**src/rtl/display_pkg.sv**
```systemverilog
// Shared constants and helpers for the multiplexed 7-segment display driver.
// Segment patterns are active low, bit order {g,f,e,d,c,b,a}.
package display_pkg;

    localparam logic [6:0] SEG_BLANK = 7'h7F;
    localparam logic [6:0] SEG_DASH  = 7'b0111111;

    // Index 0 is the pattern for digit "0".
    localparam logic [9:0][6:0] SEG_LUT = {
        7'b0010000,   // 9
        7'b0000000,   // 8
        7'b1111000,   // 7
        7'b0000010,   // 6
        7'b0010010,   // 5
        7'b0011001,   // 4
        7'b0110000,   // 3
        7'b0100100,   // 2
        7'b1111001,   // 1
        7'b1000000    // 0
    };

    typedef enum logic [1:0] {
        IDLE,
        SHIFT,
        DONE
    } conv_state_t;

    // Non-decimal nibbles are never produced by the converter; show blank.
    function automatic logic [6:0] seg_decode(input logic [3:0] nibble);
        logic [6:0] seg;
        if (nibble <= 4'd9) seg = SEG_LUT[nibble];
        else                seg = SEG_BLANK;
        return seg;
    endfunction

endpackage

```
**src/rtl/bin2bcd_seq.sv**
```systemverilog
// Sequential binary-to-BCD converter (iterative double-dabble).
// Ports:
//   clk, rst    clock, synchronous active-high reset (aborts a conversion)
//   start       load value; honoured in IDLE and DONE
//   value       binary value to convert
//   busy        high in SHIFT and DONE
//   done        one-cycle pulse while bcd/ovf hold the finished result
//   bcd         low NUM_DIGITS BCD nibbles of the result
//   ovf         result does not fit in NUM_DIGITS decimal digits
module bin2bcd_seq
    import display_pkg::*;
#(
    parameter int VALUE_W    = 14,
    parameter int NUM_DIGITS = 4
) (
    input  logic                    clk,
    input  logic                    rst,
    input  logic                    start,
    input  logic [VALUE_W-1:0]      value,
    output logic                    busy,
    output logic                    done,
    output logic [NUM_DIGITS*4-1:0] bcd,
    output logic                    ovf
);

    localparam int NIB   = NUM_DIGITS + 1;
    localparam int BCD_W = NIB * 4;
    localparam int CNT_W = $clog2(VALUE_W + 1);

    conv_state_t        state;
    logic [CNT_W-1:0]   cnt_q;
    logic [BCD_W-1:0]   bcd_q;
    logic [BCD_W-1:0]   bcd_adj;
    logic [VALUE_W-1:0] bin_q;
    logic               spill_q;

    // Add-3 correction on every nibble before the shift.
    always_comb begin
        bcd_adj = bcd_q;
        for (int k = 0; k < NIB; k++) begin
            if (bcd_q[k*4 +: 4] >= 4'd5)
                bcd_adj[k*4 +: 4] = bcd_q[k*4 +: 4] + 4'd3;
        end
    end

    always_ff @(posedge clk) begin
        if (rst) begin
            state <= IDLE;
            cnt_q <= '0;
        end else begin
            case (state)
                IDLE, DONE: begin
                    if (start) begin
                        bin_q   <= value;
                        bcd_q   <= '0;
                        spill_q <= 1'b0;
                        cnt_q   <= '0;
                        state   <= SHIFT;
                    end else begin
                        state   <= IDLE;
                    end
                end
                SHIFT: begin
                    {bcd_q, bin_q} <= {bcd_adj[BCD_W-2:0], bin_q, 1'b0};
                    // A bit pushed out of the guard nibble means the value is
                    // far beyond range; remember it so overflow stays visible.
                    spill_q <= spill_q | bcd_adj[BCD_W-1];
                    cnt_q   <= cnt_q + 1'b1;
                    if (cnt_q == CNT_W'(VALUE_W - 1))
                        state <= DONE;
                end
                default: state <= IDLE;
            endcase
        end
    end

    assign busy = (state != IDLE);
    assign done = (state == DONE);
    assign bcd  = bcd_q[NUM_DIGITS*4-1:0];
    assign ovf  = spill_q | (|bcd_q[BCD_W-1 -: 4]);

endmodule

```
**src/rtl/multi_digit_display.sv**
```systemverilog
// N-digit multiplexed common-anode 7-segment driver with sequential BCD
// conversion, leading-zero blanking, decimal points and overflow dashes.
// Ports:
//   clk, rst     clock, synchronous active-high reset
//   value        unsigned binary value, sampled when value_valid=1
//   value_valid  load strobe (buffered one deep while converting)
//   blank_lz     blank leading zeros (digit 0 always shown)
//   dp_mask      per-digit decimal point enable, sampled live
//   busy         conversion in progress
//   segments     {g,f,e,d,c,b,a}, active low
//   dp           decimal point, active low
//   digit_sel    digit enable, active low, bit 0 = least significant digit
module multi_digit_display
    import display_pkg::*;
#(
    parameter int NUM_DIGITS = 4,
    parameter int VALUE_W    = 14,
    parameter int SCAN_DIV   = 50000
) (
    input  logic                  clk,
    input  logic                  rst,
    input  logic [VALUE_W-1:0]    value,
    input  logic                  value_valid,
    input  logic                  blank_lz,
    input  logic [NUM_DIGITS-1:0] dp_mask,
    output logic                  busy,
    output logic [6:0]            segments,
    output logic                  dp,
    output logic [NUM_DIGITS-1:0] digit_sel
);

    localparam int IDX_W  = (NUM_DIGITS > 1) ? $clog2(NUM_DIGITS) : 1;
    localparam int SCAN_W = $clog2(SCAN_DIV);

    logic                    conv_busy;
    logic                    conv_done;
    logic                    conv_start;
    logic [VALUE_W-1:0]      conv_value;
    logic [NUM_DIGITS*4-1:0] conv_bcd;
    logic                    conv_ovf;

    logic                    pend_full;
    logic [VALUE_W-1:0]      pend_val;

    logic [NUM_DIGITS*4-1:0] disp_q;
    logic                    ovf_q;

    logic [SCAN_W-1:0]       scan_cnt;
    logic [IDX_W-1:0]        idx_q;
    logic [IDX_W-1:0]        idx_nxt;
    logic                    tick;
    logic [NUM_DIGITS-1:0]   lz;
    logic [3:0]              nib_nxt;
    logic [6:0]              seg_nxt;
    logic                    dp_nxt;

    // The converter accepts a new load in DONE as well, so a pending value
    // follows back-to-back without a busy gap. Pending always goes first.
    assign conv_start = (!conv_busy || conv_done) &&
                        (pend_full || (value_valid && !conv_busy));
    assign conv_value = pend_full ? pend_val : value;
    assign busy       = conv_busy;

    bin2bcd_seq #(
        .VALUE_W    (VALUE_W),
        .NUM_DIGITS (NUM_DIGITS)
    ) u_conv (
        .clk   (clk),
        .rst   (rst),
        .start (conv_start),
        .value (conv_value),
        .busy  (conv_busy),
        .done  (conv_done),
        .bcd   (conv_bcd),
        .ovf   (conv_ovf)
    );

    // One-deep pending buffer, last writer wins.
    always_ff @(posedge clk) begin
        if (rst) begin
            pend_full <= 1'b0;
        end else if (conv_start && pend_full) begin
            pend_full <= value_valid;
        end else if (value_valid && conv_busy) begin
            pend_full <= 1'b1;
        end
        if (value_valid && (conv_busy || pend_full))
            pend_val <= value;
    end

    always_ff @(posedge clk) begin
        if (rst) begin
            disp_q <= '0;
            ovf_q  <= 1'b0;
        end else if (conv_done) begin
            disp_q <= conv_bcd;
            ovf_q  <= conv_ovf;
        end
    end

    // Decode for the digit about to be selected so that digit_sel, segments
    // and dp all change on the same edge.
    always_comb begin
        logic upper_zero;
        tick    = (scan_cnt == SCAN_W'(SCAN_DIV - 1));
        idx_nxt = (idx_q == IDX_W'(NUM_DIGITS - 1)) ? '0 : idx_q + 1'b1;

        upper_zero = 1'b1;
        lz         = '0;
        for (int i = NUM_DIGITS - 1; i >= 0; i--) begin
            upper_zero = upper_zero && (disp_q[i*4 +: 4] == 4'd0);
            lz[i]      = upper_zero;
        end

        nib_nxt = disp_q[idx_nxt*4 +: 4];
        if (ovf_q) begin
            seg_nxt = SEG_DASH;
            dp_nxt  = 1'b1;
        end else if (blank_lz && (idx_nxt != '0) && lz[idx_nxt]) begin
            seg_nxt = SEG_BLANK;
            dp_nxt  = ~dp_mask[idx_nxt];
        end else begin
            seg_nxt = seg_decode(nib_nxt);
            dp_nxt  = ~dp_mask[idx_nxt];
        end
    end

    always_ff @(posedge clk) begin
        if (rst) begin
            scan_cnt  <= '0;
            idx_q     <= '0;
            segments  <= SEG_BLANK;
            dp        <= 1'b1;
            digit_sel <= '1;
        end else begin
            scan_cnt <= tick ? '0 : scan_cnt + 1'b1;
            if (tick) begin
                idx_q     <= idx_nxt;
                digit_sel <= ~(NUM_DIGITS'(1) << idx_nxt);
                segments  <= seg_nxt;
                dp        <= dp_nxt;
            end
        end
    end

endmodule
```
**config.mk**
```make
export PLATFORM = sky130hd
export DESIGN_NAME = multi_digit_display
export DESIGN_NICKNAME = d
export VERILOG_FILES = /design/src/rtl/display_pkg.sv /design/src/rtl/bin2bcd_seq.sv /design/src/rtl/multi_digit_display.sv
export SDC_FILE = /design/constraint.sdc
export NUM_CORES = 1
export LEC_CHECK = 0
export CORE_ASPECT_RATIO = 0.7
export CORE_UTILIZATION = 63
export CTS_CLUSTER_DIAMETER = 40
export DETAILED_ROUTE_END_ITERATION = 10
export PLACE_DENSITY = 0.92
export SYNTH_ARGS = -nofsm -noshare
export SYNTH_HDL_FRONTEND = slang
export SYNTH_HIERARCHICAL = 1
export SYNTH_SLANG_ARGS = --single-unit
```
**constraint.sdc**
```tcl
create_clock -name clk -period 5.7 [get_ports clk]
set_clock_uncertainty 0.05 [all_clocks]
set_input_delay 1.425 -clock clk [delete_from_list [all_inputs] [get_ports clk]]
set_output_delay 1.425 -clock clk [all_outputs]
set_load 0.005 [all_outputs]
```
# Word level (Yosys, flattened, before mapping)
# Memory sizes are Yosys's and may differ from the RTL's.
# Cells that the tools add are included.
[word_totals]
regBits = 103
mem_bits_ro = 112
word_cells = 102
memories = 1
[classes]
add_sub_neg = 8
n_lt_le_gt_ge = 8
eq_ne = 7
shift = 2
n_mux = 29
n_bitwise = 5
reduce_logical = 28
[mem_list]
columns = ["name", "depth", "word_bits", "read_ports", "rd_clocked_by_memory_dff", "wr", "line", "source"]
rows = [
  ["(no name shown)", 16, 7, 1, 0, 0, "display_pkg.sv:31", "if (nibble <= 4'd9) seg = SEG_LUT[nibble];"],
]
[ops]
columns = ["operator", "count"]
rows = [
  ["$pmux 20 s2", 1],
  ["$mux 14", 2],
  ["$mux 7", 4],
  ["$pmux 14 s2", 1],
  ["$mux 4", 6],
  ["$add 4x2->4 const B", 5],
  ["$ge 4x3->1 const B", 5],
  ["$mux 20", 1],
  ["$add 16x1->16 const B", 1],
  ["$eq 16x16->1 const B", 1],
  ["$logic_not 4->1", 4],
  ["$shiftx 16x5->4", 1],
  ["$logic_and 1x1->1", 10],
  ["$pmux 4 s2", 1],
  ["$reduce_bool 2->1", 4],
  ["$mux 1", 7],
  ["$lt 4x5->1 const B", 1],
  ["$add 4x1->4 const B", 1],
  ["$bmux 1 s2", 2],
  ["$eq 2x2->1 const B", 2],
  ["$eq 4x4->1 const B", 1],
  ["$le 4x4->1 const B", 1],
  ["$mux 2", 2],
  ["$not 4->4", 1],
  ["other kinds (17)", 22],
]

# Logic depth before layout (Yosys ltp)
# Gate-level depths: netlist of run 1.
[depth]
word_depth = 9
mapped_depth = 9
ltp_nobuf = 7

# Modules after synthesis
# The synthesis of run 1 kept the hierarchy.
[by_module_without_submodules]
columns = ["mod", "instances", "cells_each", "area_per_inst_um2"]
rows = [
  ["multi_digit_display", 1, 264, 2771.4],
  ["bin2bcd_seq", 1, 237, 2306.0],
]

# Least setup slack after synthesis of run 1
# Ideal clock, no wire load.
[synth_path]
path_type = "input port to flip-flop"
start = "input value_valid"
end = "register u_conv.bcd_q[0] (enable)"
setup_time_ns = 0.427
arrival_time_ns = 3.388
required_ns = 5.223
setup_slack_ns = 1.835
stages = 5
path_cell_list = "a21oi_1 > nor2_1 > nor2b_1 > nor2_1 > nor2_1"
[synth_between]
elab_chain_len = 5
[synth_rtl]
columns = ["element", "line", "source"]
rows = [
  ["start: declaration", "multi_digit_display.sv:23", "input logic value_valid,"],
  ["$logic_and 1x1->1", "multi_digit_display.sv:60", "(pend_full || (value_valid && !conv_busy));"],
  ["$logic_or 1x1->1", "multi_digit_display.sv:60", ""],
  ["$logic_and 1x1->1", "multi_digit_display.sv:59", "assign conv_start = (!conv_busy || conv_done) &&"],
  ["via conv_start", "multi_digit_display.sv:37", "logic conv_start;"],
  ["$ne 2x2->1 (no line)", "--", ""],
  ["$reduce_and 3->1 (no line)", "--", ""],
  ["end signal: assignment", "bin2bcd_seq.sv:64", "{bcd_q, bin_q} <= {bcd_adj[BCD_W-2:0], bin_q, 1'b0};"],
  ["end: declaration", "bin2bcd_seq.sv:32", "logic [BCD_W-1:0] bcd_q;"],
]
# The timed path passes the listed nets, and every way through them passes these cells.
# A chain may end at the register's enable or synchronous reset.

# Worst setup path in the final report of run 1
[layout_path]
start = "register u_conv.state[1]"
end = "register u_conv.bcd_q[13] (enable)"
[layout_between]
word_cells_on_any_way = 13
cone_classes = "eq/ne (3); reduce/logical (10)"
[layout_rtl]
columns = ["element", "line", "source"]
rows = [
  ["start: declaration", "bin2bcd_seq.sv:30", "conv_state_t state;"],
  ["start signal: assignment", "bin2bcd_seq.sv:48", "state <= IDLE;"],
  ["start signal: assignment", "bin2bcd_seq.sv:58", "state <= SHIFT;"],
  ["start signal: assignment", "bin2bcd_seq.sv:60", "state <= IDLE;"],
  ["$eq 2x2->1", "bin2bcd_seq.sv:78", "assign done = (state == DONE);"],
  ["via conv_done", "multi_digit_display.sv:36", "logic conv_done;"],
  ["$logic_or 1x1->1", "multi_digit_display.sv:59", ""],
  ["$logic_and 1x1->1", "multi_digit_display.sv:59", ""],
  ["via conv_start", "multi_digit_display.sv:37", ""],
  ["$ne 2x2->1 (no line)", "--", ""],
  ["$reduce_and 3->1 (no line)", "--", ""],
]
# The timed path passes the listed nets, and every way through them passes these cells.

==> results of run 1 <==
## worst max-delay path, stage by stage, from the launching register on
cell and delay, ps:
dfxtp_1 470, inv_1 120, nor2_2 910, nor2_1 220
nor2_1 340, nor2b_1 330, nor2_1 110, nor2_2 100
buf_4 430
## cells by family after synthesis
| logic type | synth area share |
|---|---|
| AND/OR/NAND/NOR | 0.1819 |
| multiplexers | 0.1131 |
| AO/OA/AOI/OAI | 0.06235 |
| adder cells (fa/ha/maj) | 0.04633 |
| XOR/XNOR | 0.03623 |
| buffers and inverters | 0.05742 |
| flip-flops | 0.5027 |
## sequential cells by signal, summed over array words and instances, names as in the netlist
name / flops
ovf_q: 1
u_conv/bcd_q: 20
dp: 1
u_conv/state: 2
u_conv/bin_q: 14
u_conv/spill_q: 1
digit_sel: 4
scan_cnt: 16
disp_q: 16
u_conv/cnt_q: 4
pend_val: 14
segments: 7
idx_q: 2
pend_full: 1
## area by class of cell
class | instances | area (sq um)
inverter | 18 | 67.56
sequential | 103 | 2552
clock buffer | 13 | 314.1
multi-input combinational | 343 | 2238
clock inverter | 3 | 26.28
timing repair buffer | 38 | 370.4
fill | 451 | 1856
tap | 98 | 122.6
## layout by cell type, fill, tap and decap left out, types with 3 or more instances in the layout
cell type / instances
nor3_1: 9
buf_4: 4
clkbuf_16: 12
inv_1: 18
mux2_2: 21
mux2i_1: 27
edfxtp_1: 49
ha_1: 18
dfxtp_1: 54
o21ai_0: 8
nor2b_1: 3
a31oi_1: 3
nor4_1: 3
nand2_1: 68
nand3_1: 7
a211o_1: 4
nand2b_1: 11
nor2_1: 75
nor3b_1: 3
xor2_1: 13
a211oi_1: 4
a21oi_1: 23
mux4_2: 3
clkdlybuf4s50_1: 34
xnor2_1: 8
or4_1: 3
## metrics by stage
stage / setup slack (ps) / cell area, sq um / util
after floorplan: 1835 / 5077 / -
after global placement: 2250 / 5351 / 0.7091
after detailed placement: 2077 / 5351 / 0.7091
after CTS: 2321 / 5692 / 0.7541
after global routing: 2052 / 5692 / 0.7541
final: 2235 / 5692 / 0.7541
## power by group through the flow
stage	clock network, W	registers, W	logic (W)
2_1_floorplan	0	0.000874	0.000167
3_3_place_gp	0	0.000885	0.000183
3_5_place_dp	0	0.000888	0.000199
4_1_cts	0.000671	0.000874	0.000207
5_1_grt	0.000696	0.000880	0.000230
6_report	0.000666	0.000875	0.000210
## final timing paths
kind,startpoint,endpoint,slack (ps),depth (start not counted)
setup / recovery,u_conv/state[1],u_conv/bcd_q[13],2240,8
hold / removal,digit_sel[1],digit_sel[1],410,1
setup reg to reg,u_conv/state[1],u_conv/bcd_q[13],2240,8
hold reg to reg,digit_sel[1],digit_sel[1],410,1
## per-layer routing
layer / share of wire / wire length (um)
met1: 0.42 / 4584
met2: 0.51 / 5512
met3: 0.051 / 552
met4: 0.022 / 244
met5: 0 / 0
==> impl_metrics.py, run 1 <==
metrics = {
    "synth": {
        "synth_top_cells_by_count": "nor2_1 (77), nand2_1 (68), dfxtp_1 (54)",
        "synth.area.top_cells": "edfxtp_1 (29%), dfxtp_1 (21%), nor2_1 (5.7%)",
        "synth_top_area_frac": 0.2898,
        "yosys.area.top_type": "edfxtp_1",
        "ys_async_sr_fraction": 0,
        "netlist_instances": 501,
        "avgSynthCellArea_sq_um": 10.13,
        "yosysMostFrequentCell": "nor2_1",
        "synthDistinctLibCells": 49,
        "ys_ff_latch": 103,
        "syn_nets": 541,
        "synth_ff_type": "dfxtp_1",
        "synth_edf_count": 49,
        "synth_area_sq_um": 5077,
        "ys_seq_area_frac": 0.5027,
        "ys.warnings.count": 6,
    },
    "status": {
        "status": "complete, no violations",
    },
    "flow_run": {
        "maxCapViolations": 0,
    },
    "worst_setup_path": {
        "crit_type": "reg -> reg",
        "worstPathArrival_ps": 3400,
        "path_max_fanout": 35,
        "start_kind": "flip-flop",
        "worst_setup_path_end_kind": "flip-flop",
        "required_ps": 5640,
    },
    "drt": {
        "via_count": 3704,
        "dr.pass1.iters": 5,
        "wl_per_cell_um": 17.68,
        "drc": 0,
        "routed_via_density": 6.013,
        "routed_wl_mm": 10.89,
        "drtIter0Drc": 364,
        "drtAntennaViolNets": 0,
    },
    "cts": {
        "ctsHoldBuffers": 0,
        "cts_tree": "built",
        "root_buffer": "clkbuf_16",
        "post-cts-setup-buffers": 0,
        "ctsHtreeMaxLevel": 3,
        "post_cts_resized": 0,
        "cts.sinks": 103,
        "clkLatencyLatePin_ps": 350,
        "cts_buffer_depth": 2,
        "numCtsBuffers": 9,
        "path_clk_slew_ps": 70,
    },
    "sta": {
        "post-route-period-util": 0.6078,
        "whs_ps": 411.5,
        "setup_viol": 0,
        "max_freq_mhz": 288.6,
        "rsz0062_at_grt": "no",
        "finalHoldViolCount": 0,
        "finalSetupTns_ps": 0,
        "slew_headroom": 0.1993,
        "post-route-min-period_ps": 3465,
        "drv_slew": 0,
        "worst_pin_slew_ps": 1200,
    },
    "layout": {
        "diodes": 0,
        "drive_above_1_share": 0.1004,
        "areaGrowthSynthToFinish_pct": 12.10,
        "final_nets": 553,
        "stdcell_count": 616,
    },
    "grt": {
        "antenna_found_initial": 0,
        "grt_pass1_vias": 3727,
        "overflow": 0,
        "use_met2": 0.4755,
        "grt_most_used_layer": "met2",
        "grt_max_degree": 37,
        "grt_usage": 0.2846,
        "grt_util_met1": 0.3589,
        "grt_use_met3": 0.05867,
        "grt_pass1_wl_mm": 18.34,
    },
    "power": {
        "seqPwrFrac": 0.500,
        "power_w": 0.001751,
        "vdd_ir_drop_max_uv": 270.8,
        "p_switching_w": 0.0004405,
        "p_int_w": 0.001310,
        "p_clk_frac": 0.380,
        "combPwrFrac": 0.120,
        "p_leak_nw": 2.119,
        "netSwitchingFraction": 0.2516,
        "p_per_area_nw_per_um2": 307.6,
    },
    "floorplan": {
        "start_util": 0.6727,
        "die_w_um": 109.3,
        "core_area_sq_um": 7547,
        "die_area_sq_um": 8428,
        "ioPinCount": 35,
        "die_h_um": 77.11,
        "rows": 26,
    },
    "place": {
        "place_inst": 600,
        "globalplace.congestion": 0.8208,
        "placement.io_buffers": 34,
        "hpwl_mm": 6.905,
    },
    "hold_path": {
        "hold_class": "reg -> reg",
    },
}
No activity file was read; power rests on OpenSTA's default activity.
==> inputs of run 2 (changes only) <==
CORE_UTILIZATION = 59   (was 63)
PLACE_DENSITY = 0.88   (was 0.92)
clock period = 3.2 ns   (was 5.7 ns; I/O delays follow)
==> run 2 against run 1 <==
Effect of this change:
- wire length is 9.4% lower
- cell count is 0.97% higher
- final area is 0.11% higher
- first-iteration DRC count is 24% lower
- count of clock-buffer cells in the layout is 1 lower
- global-route usage is 5.0 points lower
- non-clock buffer count is 3 higher
- power is 73% higher
- core utilization is 5.1 points lower
- flip-flop and latch count stayed put
- fmax is 21% higher
- largest cell class unchanged
- highest routed layer unchanged
==> impl_metrics.py, run 2 (synthesis gave the netlist of run 1 again) <==
metrics = {
    "flow_run": {
        "maxCapViolations": 0,
    },
    "grt": {
        "grt_pass1_wl_mm": 16.28,
        "grt_max_degree": 38,
        "grt_pass1_vias": 3462,
        "grt_usage": 0.2342,
        "antenna_found_initial": 0,
        "overflow": 0,
    },
    "worst_setup_path": {
        "path_max_fanout": 10,
        "start_kind": "flip-flop",
        "crit_type": "reg -> reg",
        "worst_setup_path_end_kind": "flip-flop",
        "crit_chain": "inv_1 > ha_1 > mux4_2 > nand2b_1 > a2111oi_4 > a21oi_1",
        "worstPathArrival_ps": 3020,
        "required_ps": 3360,
        "cpPeakStageDelay_ps": 610,
        "rr_worst_depth": 6,
        "critical_path.slowest_cell": "dfxtp_1",
    },
    "cts": {
        "cts_tree": "built",
        "root_buffer": "clkbuf_16",
        "numCtsBuffers": 9,
        "post_cts_resized": 0,
        "clkLatencyLatePin_ps": 340,
        "path_clk_slew_ps": 70,
        "ctsHoldBuffers": 0,
        "cts_buffer_depth": 2,
        "cts.sinks": 103,
        "ctsHtreeMaxLevel": 3,
        "post-cts-setup-buffers": 0,
    },
    "layout": {
        "final_common_cell": "nor2_1",
        "drive_above_1_share": 0.1056,
        "largest-register": "u_conv/bcd_q",
        "largest_registers": "u_conv/bcd_q x20, disp_q x16, scan_cnt x16",
        "final_nets": 556,
        "final_cell_mix": "nor2_1 (75), nand2_1 (68), dfxtp_1 (54)",
        "largest_reg_flops": 20,
        "diodes": 0,
        "stdcell_count": 622,
        "areaGrowthSynthToFinish_pct": 12.22,
    },
    "floorplan": {
        "ioPinCount": 35,
        "rows": 27,
        "core_area_sq_um": 8108,
        "start_util": 0.6262,
        "die_area_sq_um": 8987,
        "die_h_um": 79.62,
        "die_w_um": 112.9,
    },
    "place": {
        "globalplace.congestion": 0.8393,
        "dp_slack_ps": 370.8,
        "placement.io_buffers": 34,
        "place_inst": 606,
        "hpwl_mm": 6.683,
    },
    "drt": {
        "routed_via_density": 5.744,
        "wl_per_cell_um": 15.86,
        "routed_wl_mm": 9.865,
        "via_count": 3573,
        "drtAntennaViolNets": 0,
        "drc": 0,
        "drtIter0Drc": 277,
        "dr.pass1.iters": 4,
    },
    "hold_path": {
        "holdPathStages": 1,
        "hold_class": "reg -> reg",
    },
    "sta": {
        "rsz0062_at_grt": "no",
        "finalHoldViolCount": 0,
        "finalSetupTns_ps": 0,
        "setup_slack_ps": 342.2,
        "whs_ps": 413.7,
        "slew_headroom": 0.3771,
        "drv_slew": 0,
        "max_freq_mhz": 349.9,
        "setup_viol": 0,
        "worst_pin_slew_ps": 934.4,
        "post-route-min-period_ps": 2858,
        "post-route-period-util": 0.8931,
    },
    "power": {
        "power_w": 0.003033,
        "p_leak_nw": 2.125,
        "vdd_ir_drop_max_uv": 323.8,
        "p_per_area_nw_per_um2": 532.2,
    },
    "status": {
        "status": "complete, no violations",
    },
}
==> run 2: cell count changes in the layout (fill, tap and decap cells not counted) <==
cell | before | now
clkinv_4 | 2 | 0
inv_4 | 0 | 2
buf_4 | 4 | 6
clkbuf_16 | 12 | 10
inv_6 | 1 | 2
buf_12 | 0 | 1
clkbuf_8 | 1 | 2
==> run 2: path summary, 6_finish.rpt <==
kind	startpoint	to	slack, ps
hold / removal	scan_cnt[0]	scan_cnt[0]	410
hold reg to reg	scan_cnt[0]	scan_cnt[0]	410
setup / recovery	idx_q[0]	segments[2]	340
setup reg to reg	idx_q[0]	segments[2]	340
==> run 2: final cells by class <==
cell class,count,area [sq um]
well taps,101,126.4
flip-flops and latches,103,2552
clock buffers,12,277.8
multi-input cells,343,2238
fillers,559,2410
clock inverters,4,30.03
repair buffers,41,405.4
inverters,18,67.56
==> run 2: critical path: cells and delay by family (launching register included) <==
| family | cells | cell delay, ps |
|---|---|---|
| buf+inv | 1 | 130 |
| fa+ha+maj | 1 | 540 |
| simple gates | 1 | 240 |
| compound gates | 2 | 670 |
| flops | 1 | 610 |
| mux | 1 | 470 |
==> run 2: report_power, final <==
group	total, W	internal (W)	switching [W]
Clock	0.00111	0.000624	0.000489
Sequential	0.00155	0.00149	0.0000574
Combinational	0.000371	0.000152	0.000220
==> run 2: stage by stage <==
stage,utilization,cell area [sq um]
2_1_floorplan,-,5080
3_3_place_gp,0.6648,5390
3_5_place_dp,0.6648,5390
4_1_cts,0.7028,5698
5_1_grt,0.7028,5698
6_report,0.7028,5698
==> run 2: routing by layer <==
| layer | vias up | wire length, um | GRT usage | part of all wire |
|---|---|---|---|---|
| met5 | - | 0 | 0 | 0 |
| met4 | 0 | 124 | 0.07105 | 0.013 |
| met3 | 11 | 371 | 0.05619 | 0.038 |
| met2 | 73 | 4898 | 0.4105 | 0.50 |
| met1 | 1758 | 4470 | 0.2893 | 0.45 |
| li1 | 1731 | - | - | - |
